===== config.mk =====
export PLATFORM = sky130hd
export DESIGN_NAME = mat_vec_mult_stream
export DESIGN_NICKNAME = d
export VERILOG_FILES = /design/src/rtl/mat_vec_pkg.sv /design/src/rtl/mat_vec_mult_stream_dot_lane.sv /design/src/rtl/mat_vec_mult_stream.sv
export SDC_FILE = /design/constraint.sdc
export NUM_CORES = 2
export LEC_CHECK = 0
export ABC_CLOCK_PERIOD_IN_PS = 25100
export CORE_ASPECT_RATIO = 0.6
export CORE_UTILIZATION = 35
export DETAILED_ROUTE_END_ITERATION = 10
export DONT_BUFFER_PORTS = 1
export PLACE_DENSITY = 0.52
export SLEW_MARGIN = 25
export SYNTH_ARGS = -nofsm -noshare
export SYNTH_HDL_FRONTEND = slang
export SYNTH_HIERARCHICAL = 1
export SYNTH_SLANG_ARGS = --single-unit

===== constraint.sdc =====
create_clock -name clk -period 25.1 [get_ports clk]
set_input_delay 5.02 -clock clk [delete_from_list [all_inputs] [get_ports clk]]
set_output_delay 5.02 -clock clk [all_outputs]
set_load 0.1 [all_outputs]

===== src/rtl/mat_vec_pkg.sv =====
// Shared definitions for the streaming matrix-vector multiplier: FSM encoding
// and the result-width rule used by the top and its dot-product lanes.
package mat_vec_pkg;

    typedef enum logic [1:0] {
        ST_IDLE    = 2'd0,
        ST_COMPUTE = 2'd1,
        ST_DONE    = 2'd2
    } state_e;

    // Wide enough to hold COLS products of two NBITS operands without overflow.
    function automatic int acc_width(input int nbits, input int cols);
        return 2 * nbits + $clog2(cols);
    endfunction

endpackage


===== src/rtl/mat_vec_mult_stream_dot_lane.sv =====
// Combinational dot product of one matrix row with the vector, signed or
// unsigned operands selected at run time.
module dot_lane
    import mat_vec_pkg::*;
#(
    parameter int COLS  = 4,
    parameter int NBITS = 8,
    parameter int ACC   = acc_width(NBITS, COLS)
) (
    input  logic [COLS*NBITS-1:0] row,
    input  logic [COLS*NBITS-1:0] x,
    input  logic                  sign_mode,
    output logic [ACC-1:0]        dot
);

    localparam int PW = 2 * NBITS + 2;

    logic signed [NBITS:0] a_ext;
    logic signed [NBITS:0] x_ext;
    logic signed [PW-1:0]  prod;
    logic signed [ACC-1:0] sum;

    // One extra bit per operand lets a single signed multiplier serve both
    // modes; the final sum is exact modulo 2^ACC and always fits ACC bits.
    always_comb begin
        a_ext = '0;
        x_ext = '0;
        prod  = '0;
        sum   = '0;
        for (int c = 0; c < COLS; c++) begin
            a_ext = {sign_mode & row[c*NBITS+NBITS-1], row[c*NBITS +: NBITS]};
            x_ext = {sign_mode & x[c*NBITS+NBITS-1],   x[c*NBITS +: NBITS]};
            prod  = a_ext * x_ext;
            sum   = sum + ACC'(prod);
        end
        dot = sum;
    end

endmodule


===== src/rtl/mat_vec_mult_stream.sv =====
// Streaming matrix-vector multiplier: accepts M and X in one handshake, then
// computes LANES result rows per cycle and presents Y until it is consumed.
module mat_vec_mult_stream
    import mat_vec_pkg::*;
#(
    parameter  int ROWS  = 4,
    parameter  int COLS  = 4,
    parameter  int NBITS = 8,
    parameter  int LANES = 2,
    localparam int ACC   = acc_width(NBITS, COLS),
    localparam int GRP   = ROWS / LANES
) (
    input  logic                        clk,
    input  logic                        reset,
    input  logic                        in_valid,
    output logic                        in_ready,
    input  logic [ROWS*COLS*NBITS-1:0]  M,
    input  logic [COLS*NBITS-1:0]       X,
    input  logic                        sign_mode,
    output logic                        out_valid,
    input  logic                        out_ready,
    output logic [ROWS*ACC-1:0]         Y,
    output logic                        busy
);

    localparam int GW = (GRP > 1) ? $clog2(GRP) : 1;
    localparam int RW = COLS * NBITS;

    generate
        if ((LANES < 1) || (ROWS % LANES != 0)) begin : g_bad_lanes
            $error("mat_vec_mult_stream: ROWS must be a positive multiple of LANES");
        end
    endgenerate

    state_e                      state_q, state_d;
    logic [GW-1:0]               grp_q, grp_d;
    logic [ROWS*COLS*NBITS-1:0]  m_q, m_d;
    logic [COLS*NBITS-1:0]       x_q, x_d;
    logic                        sm_q, sm_d;
    logic [ROWS*ACC-1:0]         y_q, y_d;

    logic [LANES-1:0][RW-1:0]    lane_row;
    logic [LANES-1:0][ACC-1:0]   lane_dot;
    int                          base;

    // Rows for the current group are picked out of the held matrix by index.
    always_comb begin
        base = int'(grp_q) * LANES;
        for (int l = 0; l < LANES; l++) begin
            lane_row[l] = m_q[(base + l) * RW +: RW];
        end
    end

    for (genvar l = 0; l < LANES; l++) begin : g_lane
        dot_lane #(
            .COLS  (COLS),
            .NBITS (NBITS),
            .ACC   (ACC)
        ) u_dot_lane (
            .row       (lane_row[l]),
            .x         (x_q),
            .sign_mode (sm_q),
            .dot       (lane_dot[l])
        );
    end

    always_comb begin
        state_d = state_q;
        grp_d   = grp_q;
        m_d     = m_q;
        x_d     = x_q;
        sm_d    = sm_q;
        y_d     = y_q;
        case (state_q)
            ST_IDLE: begin
                if (in_valid) begin
                    m_d     = M;
                    x_d     = X;
                    sm_d    = sign_mode;
                    grp_d   = '0;
                    state_d = ST_COMPUTE;
                end
            end
            ST_COMPUTE: begin
                for (int l = 0; l < LANES; l++) begin
                    y_d[(base + l) * ACC +: ACC] = lane_dot[l];
                end
                if (grp_q == GW'(GRP - 1)) begin
                    state_d = ST_DONE;
                end else begin
                    grp_d = grp_q + 1'b1;
                end
            end
            ST_DONE: begin
                // Returning to IDLE first keeps a new accept out of the handshake cycle.
                if (out_ready) begin
                    state_d = ST_IDLE;
                end
            end
            default: state_d = ST_IDLE;
        endcase
    end

    always_ff @(posedge clk) begin
        if (reset) begin
            state_q <= ST_IDLE;
            grp_q   <= '0;
            y_q     <= '0;
        end else begin
            state_q <= state_d;
            grp_q   <= grp_d;
            y_q     <= y_d;
        end
    end

    // Operand holding registers only matter after an accept, so they need no reset.
    always_ff @(posedge clk) begin
        m_q  <= m_d;
        x_q  <= x_d;
        sm_q <= sm_d;
    end

    assign in_ready  = (state_q == ST_IDLE);
    assign out_valid = (state_q == ST_DONE);
    assign busy      = (state_q != ST_IDLE);
    assign Y         = y_q;

endmodule


== Word-level counts from Yosys, hierarchy flattened ==
Index checks and enable logic that the tools add are counted.

* Flip-flop bits (word level): 236
* Word-level logic and storage cells: 64

* $add $sub $neg: 10
* $mul: 10
* Equal/unequal tests: 5
* Shifts and indexed selects: 6
* Multiplexer cells: 9
* Bitwise logic cells: 12
* Reductions and logical operators: 6

{| class="wikitable"
|+ Operators with widths
! operator !! count
|-
| bitwise mux 72 bit || 2
|-
| multiplier 9 x 9 -> 18 bit || 8
|-
| variable shift 18 x 33 -> 72 bit, first input constant || 2
|-
| variable part select 18 x 33 -> 72 bit || 2
|-
| variable part select 128 x 32 -> 32 bit || 1
|-
| variable part select 128 x 8 -> 32 bit || 1
|-
| adder 18 bit || 6
|-
| negator 7 -> 33 bit || 1
|-
| negator 8 -> 33 bit || 1
|-
| AND 1 bit || 12
|-
| multiplier 3 x 4 -> 7 bit, second input constant || 1
|-
| two-way mux 2 bit || 3
|-
| one-hot mux 2 bit (3 select lines) || 1
|-
| multiplier 1 x 4 -> 5 bit, second input constant || 1
|-
| inequality test 2 bit, second input constant || 2
|-
| AND reduction 2 bit || 2
|-
| nonzero test 2 bit || 2
|-
| adder 2 x 1 -> 3 bit, second input constant || 1
|-
| AND reduction 3 bit || 1
|-
| == test 2 x 1 -> 1 bit, second input constant || 1
|-
| == test 2 bit, second input constant || 1
|-
| logical NOT 2 bit || 1
|-
| two-way mux 1 bit || 2
|-
| inequality test 2 x 1 -> 1 bit, second input constant || 1
|-
| 2 further kinds || 2
|}

== Depth between registers and ports, before layout ==
* Word-level depth: 9
* Gate-level depth with buffers: 31
* Mapped depth without buffers: 28

== Modules after synthesis ==
The synthesis kept the hierarchy.

{| class="wikitable"
|+ By module, submodules not included
! module !! instances !! cells an instance !! area an instance (um^2) !! seq. area each (um^2)
|-
| dot_lane at g_lane[0].u_dot_lane || 1 || 1,359 || 12,685.9 || 0.0
|-
| dot_lane at g_lane[1].u_dot_lane || 1 || 1,345 || 12,545.8 || 0.0
|-
| mat_vec_mult_stream || 1 || 563 || 8,324.2 || 6,336.1
|}

== Least setup slack after synthesis ==
Ideal clock, no wire load.

* Path type: input-to-reg
* From: input in_valid
* To: register m_q[0], enable pin
* Library setup time: 0.685 ns
* Arrival: 11.715 ns
* Data required time: 24.415 ns
* Slack: 12.701 ns
* Stages: 2
* Path buffers: 0
* Cell sequence: inv_1 > nor2_1

* Cells in the longest elaborated chain, start to end: 1

{| class="wikitable"
|+ RTL lines
! element !! line !! RTL
|-
| from (decl) || mat_vec_mult_stream.sv:15 || <nowiki>input logic in_valid,</nowiki>
|-
| AND reduction 2 bit (no line) || n/a ||
|-
| to (signal assigned) || mat_vec_mult_stream.sv:118 || <nowiki>m_q <= m_d;</nowiki>
|-
| to (decl) || mat_vec_mult_stream.sv:37 || <nowiki>logic [ROWS*COLS*NBITS-1:0] m_q, m_d;</nowiki>
|}

No other way between the ends.
A chain may end at the register's enable or synchronous reset.

==> results.py <==
metrics = {
    "final_layout": {
        "instances_no_fill": 4489,
        "final_net_count": 4304,
        "area_growth_pct": 6.36,
        "fillers": 9536,
        "drive_gt1_share_pct": 5.13,
        "mostFrequentLayoutCells": "inv_1, fa_1, nand2_1, and2_1, ha_1",
        "final_common_cell": "inv_1",
    },
    "synth": {
        "synth_area_um2": 33600,
        "synth.area.top_cells": "fa_1, edfxtp_1, inv_1, ha_1, and2_1",
        "syn_area_per_cell_um2": 10.3,
        "synth_edf_count": 161,
        "synth_fp_nets": 4352,
        "ys_ff_latch": 236,
        "syn_inst": 3267,
        "synth_cell_types": 50,
        "ys_warn_count": 6,
        "netlist.area_leader.share_pct": 43.1,
        "synth_top_area_cell": "fa_1",
        "ys_dominant_reg_cell": "edfxtp_1",
        "ys_seq_area_share_pct": 18.9,
        "async_flop_share_pct": 0,
    },
    "clocking": {
        "cts_tree": "done",
        "post_cts_resized": 0,
        "clock-sinks": 236,
        "cts_buffers": 26,
        "post-cts-setup-buffers": 0,
        "cts_buffer_depth": 3,
        "root_buffer": "clkbuf_16",
        "cts.clk_slew.worst_paths_ns": 0.06,
        "htreeDepth": 1,
        "insertion_delay_ns": 0.59,
        "holdBufCountCts": 0,
    },
    "timing": {
        "setup_viol": 0,
        "max_freq_mhz": 105,
        "final-hold-violation-count": 0,
        "min_period_over_period_pct": 38.1,
        "finalClockSkew_ns": 0.0195,
        "drv_slew": 0,
        "min_period_ns": 9.55,
        "tightest_slew_ns": 1.12,
        "maxSlewHeadroom_pct": 25.3,
        "rsz0062_at_grt": "false",
        "tns_ns": 0,
    },
    "grt": {
        "grt_pass1_wl_um": 145000,
        "grt_pass1_vias": 22100,
        "grt_max_degree": 76,
        "gr-total-overflow": 0,
        "track_usage_pct": 20.0,
        "antenna_found_initial": 15,
    },
    "route": {
        "wl_per_cell_um": 21.1,
        "ant_nets": 0,
        "drc": 0,
        "wl_um": 94600,
        "firstDrtPassIters": 5,
        "drtIter0Drc": 1629,
        "vias_per_cell": 4.68,
        "vias": 21000,
    },
    "setup_path": {
        "cp-start-kind": "register",
        "slowest_delay_ns": 0.61,
        "crit_type": "register to register",
        "critical_path_buf_inv_count": 7,
        "critPathSlowestCell": "fa_1",
        "cp.arrival_ns": 10.07,
        "critPathTopFamily": "adder cells",
        "timing.critical_path.mode_cell": "fa_1",
        "path_max_fanout": 31,
        "worst-endpoint-required_ns": 25.62,
        "worstSetupEndpointType": "register",
    },
    "job": {
        "maxCapViolCount": 0,
    },
    "place": {
        "dpl.hpwl_um": 79500,
        "gp_congestion": 0.889,
        "io_buffers": 0,
        "dp_cells": 4436,
    },
    "worst_hold_path": {
        "hold_path.class": "register to register",
    },
    "floorplan": {
        "initial_core_util_pct": 35.5,
        "num_rows": 87,
        "die_height_um": 242,
        "ioPinCount": 240,
        "core_um2": 94500,
        "dieArea_um2": 97200,
        "chipWidth_um": 402,
    },
    "status": {
        "status": "finished clean",
    },
}
## stage by stage
| stage | cell area, um^2 | setup WS [ns] | hold WS, ns | util [%] |
|---|---|---|---|---|
| 3_5_place_dp | 34800 | 15.52 | 0.617 | 36.9 |
| 6_report | 35700 | 15.55 | 0.636 | 37.8 |
| 5_1_grt | 35700 | 15.15 | 0.686 | 37.8 |
| 3_3_place_gp | 34800 | 15.59 | 0.611 | 36.9 |
| 4_1_cts | 35700 | 15.49 | 0.629 | 37.7 |
| 2_1_floorplan | 33600 | 12.70 | 0.565 | - |
## synth_stat cells, types with 4 or more instances
| cell | number |
|---|---|
| and2_1 | 274 |
| mux2_2 | 65 |
| a21o_1 | 6 |
| nor2_1 | 43 |
| or2_2 | 13 |
| nor3_1 | 9 |
| nand2_1 | 426 |
| buf_2 | 11 |
| o21a_1 | 8 |
| xor2_1 | 20 |
| clkbuf_1 | 77 |
| buf_6 | 8 |
| o21bai_1 | 4 |
| inv_1 | 867 |
| o211ai_1 | 5 |
| dfxtp_1 | 75 |
| fa_1 | 722 |
| edfxtp_1 | 161 |
| nand3_1 | 12 |
| ha_1 | 198 |
| nand2b_1 | 21 |
| nand2_2 | 5 |
| a21oi_2 | 9 |
| xnor2_1 | 72 |
| o21ai_0 | 14 |
| and3_1 | 22 |
| a21oi_1 | 88 |
## path summary, 6_finish.rpt
| path | from | endpoint | slack (ns) | depth (start not counted) |
|---|---|---|---|---|
| setup / recovery | grp_q | Y[53] | 15.55 | 26 |
| hold / removal | state_q[1] | state_q[0] | 0.64 | 1 |
| setup reg to reg | grp_q | Y[53] | 15.55 | 26 |
| hold reg to reg | state_q[1] | state_q[0] | 0.64 | 1 |
## logic make-up (layout without fill, tap and decap cells)
kind of cell | Yosys count | in the layout | share of synthesized area, %
other | 0 | 4 | 0
AO/OA/AOI/OAI | 146 | 146 | 2.67
adder cells (fa/ha/maj) | 920 | 920 | 50.5
XOR/XNOR | 95 | 95 | 2.60
AND/OR/NAND/NOR | 838 | 838 | 12.1
multiplexers | 65 | 65 | 2.18
buffers and inverters | 967 | 939 | 11.1
flip-flops | 236 | 236 | 18.9
## layout make-up
class | count | area (um^2) | area share [%]
inverters | 867 | 3250 | 9.12
clock buffers | 32 | 694 | 1.95
flip-flops and latches | 236 | 6340 | 17.8
multi-input cells | 2064 | 23500 | 65.9
diodes | 4 | 10.0 | 0.0280
repair buffers | 24 | 188 | 0.526
well taps | 1246 | 1560 | 4.37
clock inverters | 16 | 133 | 0.372
## metal layers
| metal | track usage [%] | up-vias | part of all wire, % |
|---|---|---|---|
| met5 | 0 | - | 0.10 |
| met4 | 1.65 | 16 | 0.80 |
| met3 | 6.47 | 53 | 11 |
| met2 | 24.0 | 810 | 34 |
| met1 | 34.2 | 10700 | 54 |
| li1 | - | 9449 | - |
## state kept, by name, summed over array words and instances (netlist names)
name	cells
grp_q	1
m_q	128
Y	72
x_q	32
state_q	2
sm_q	1
## worst reg2reg max path, stage by stage (launching register included)
cell       delay, ns
dfxtp_4         0.59
buf_4           0.58
buf_4           0.53
mux2_2          0.52
and2_1          0.25
nand2_1         0.13
inv_1           0.10
fa_1            0.61
inv_1           0.16
fa_1            0.55
inv_1           0.05
fa_1            0.55
fa_1            0.43
fa_1            0.49
fa_1            0.54
fa_1            0.60
inv_1           0.08
fa_1            0.58
inv_1           0.06
ha_1            0.37
a21o_1          0.25
a2111oi_4       0.37
o21ai_2         0.11
a221o_1         0.30
xnor3_1         0.47
nand2_1         0.07
a21oi_1         0.15
Power is left out: the tool's default activity adds up to more than one toggle a clock period on the data nets, which glitch-free logic cannot reach.
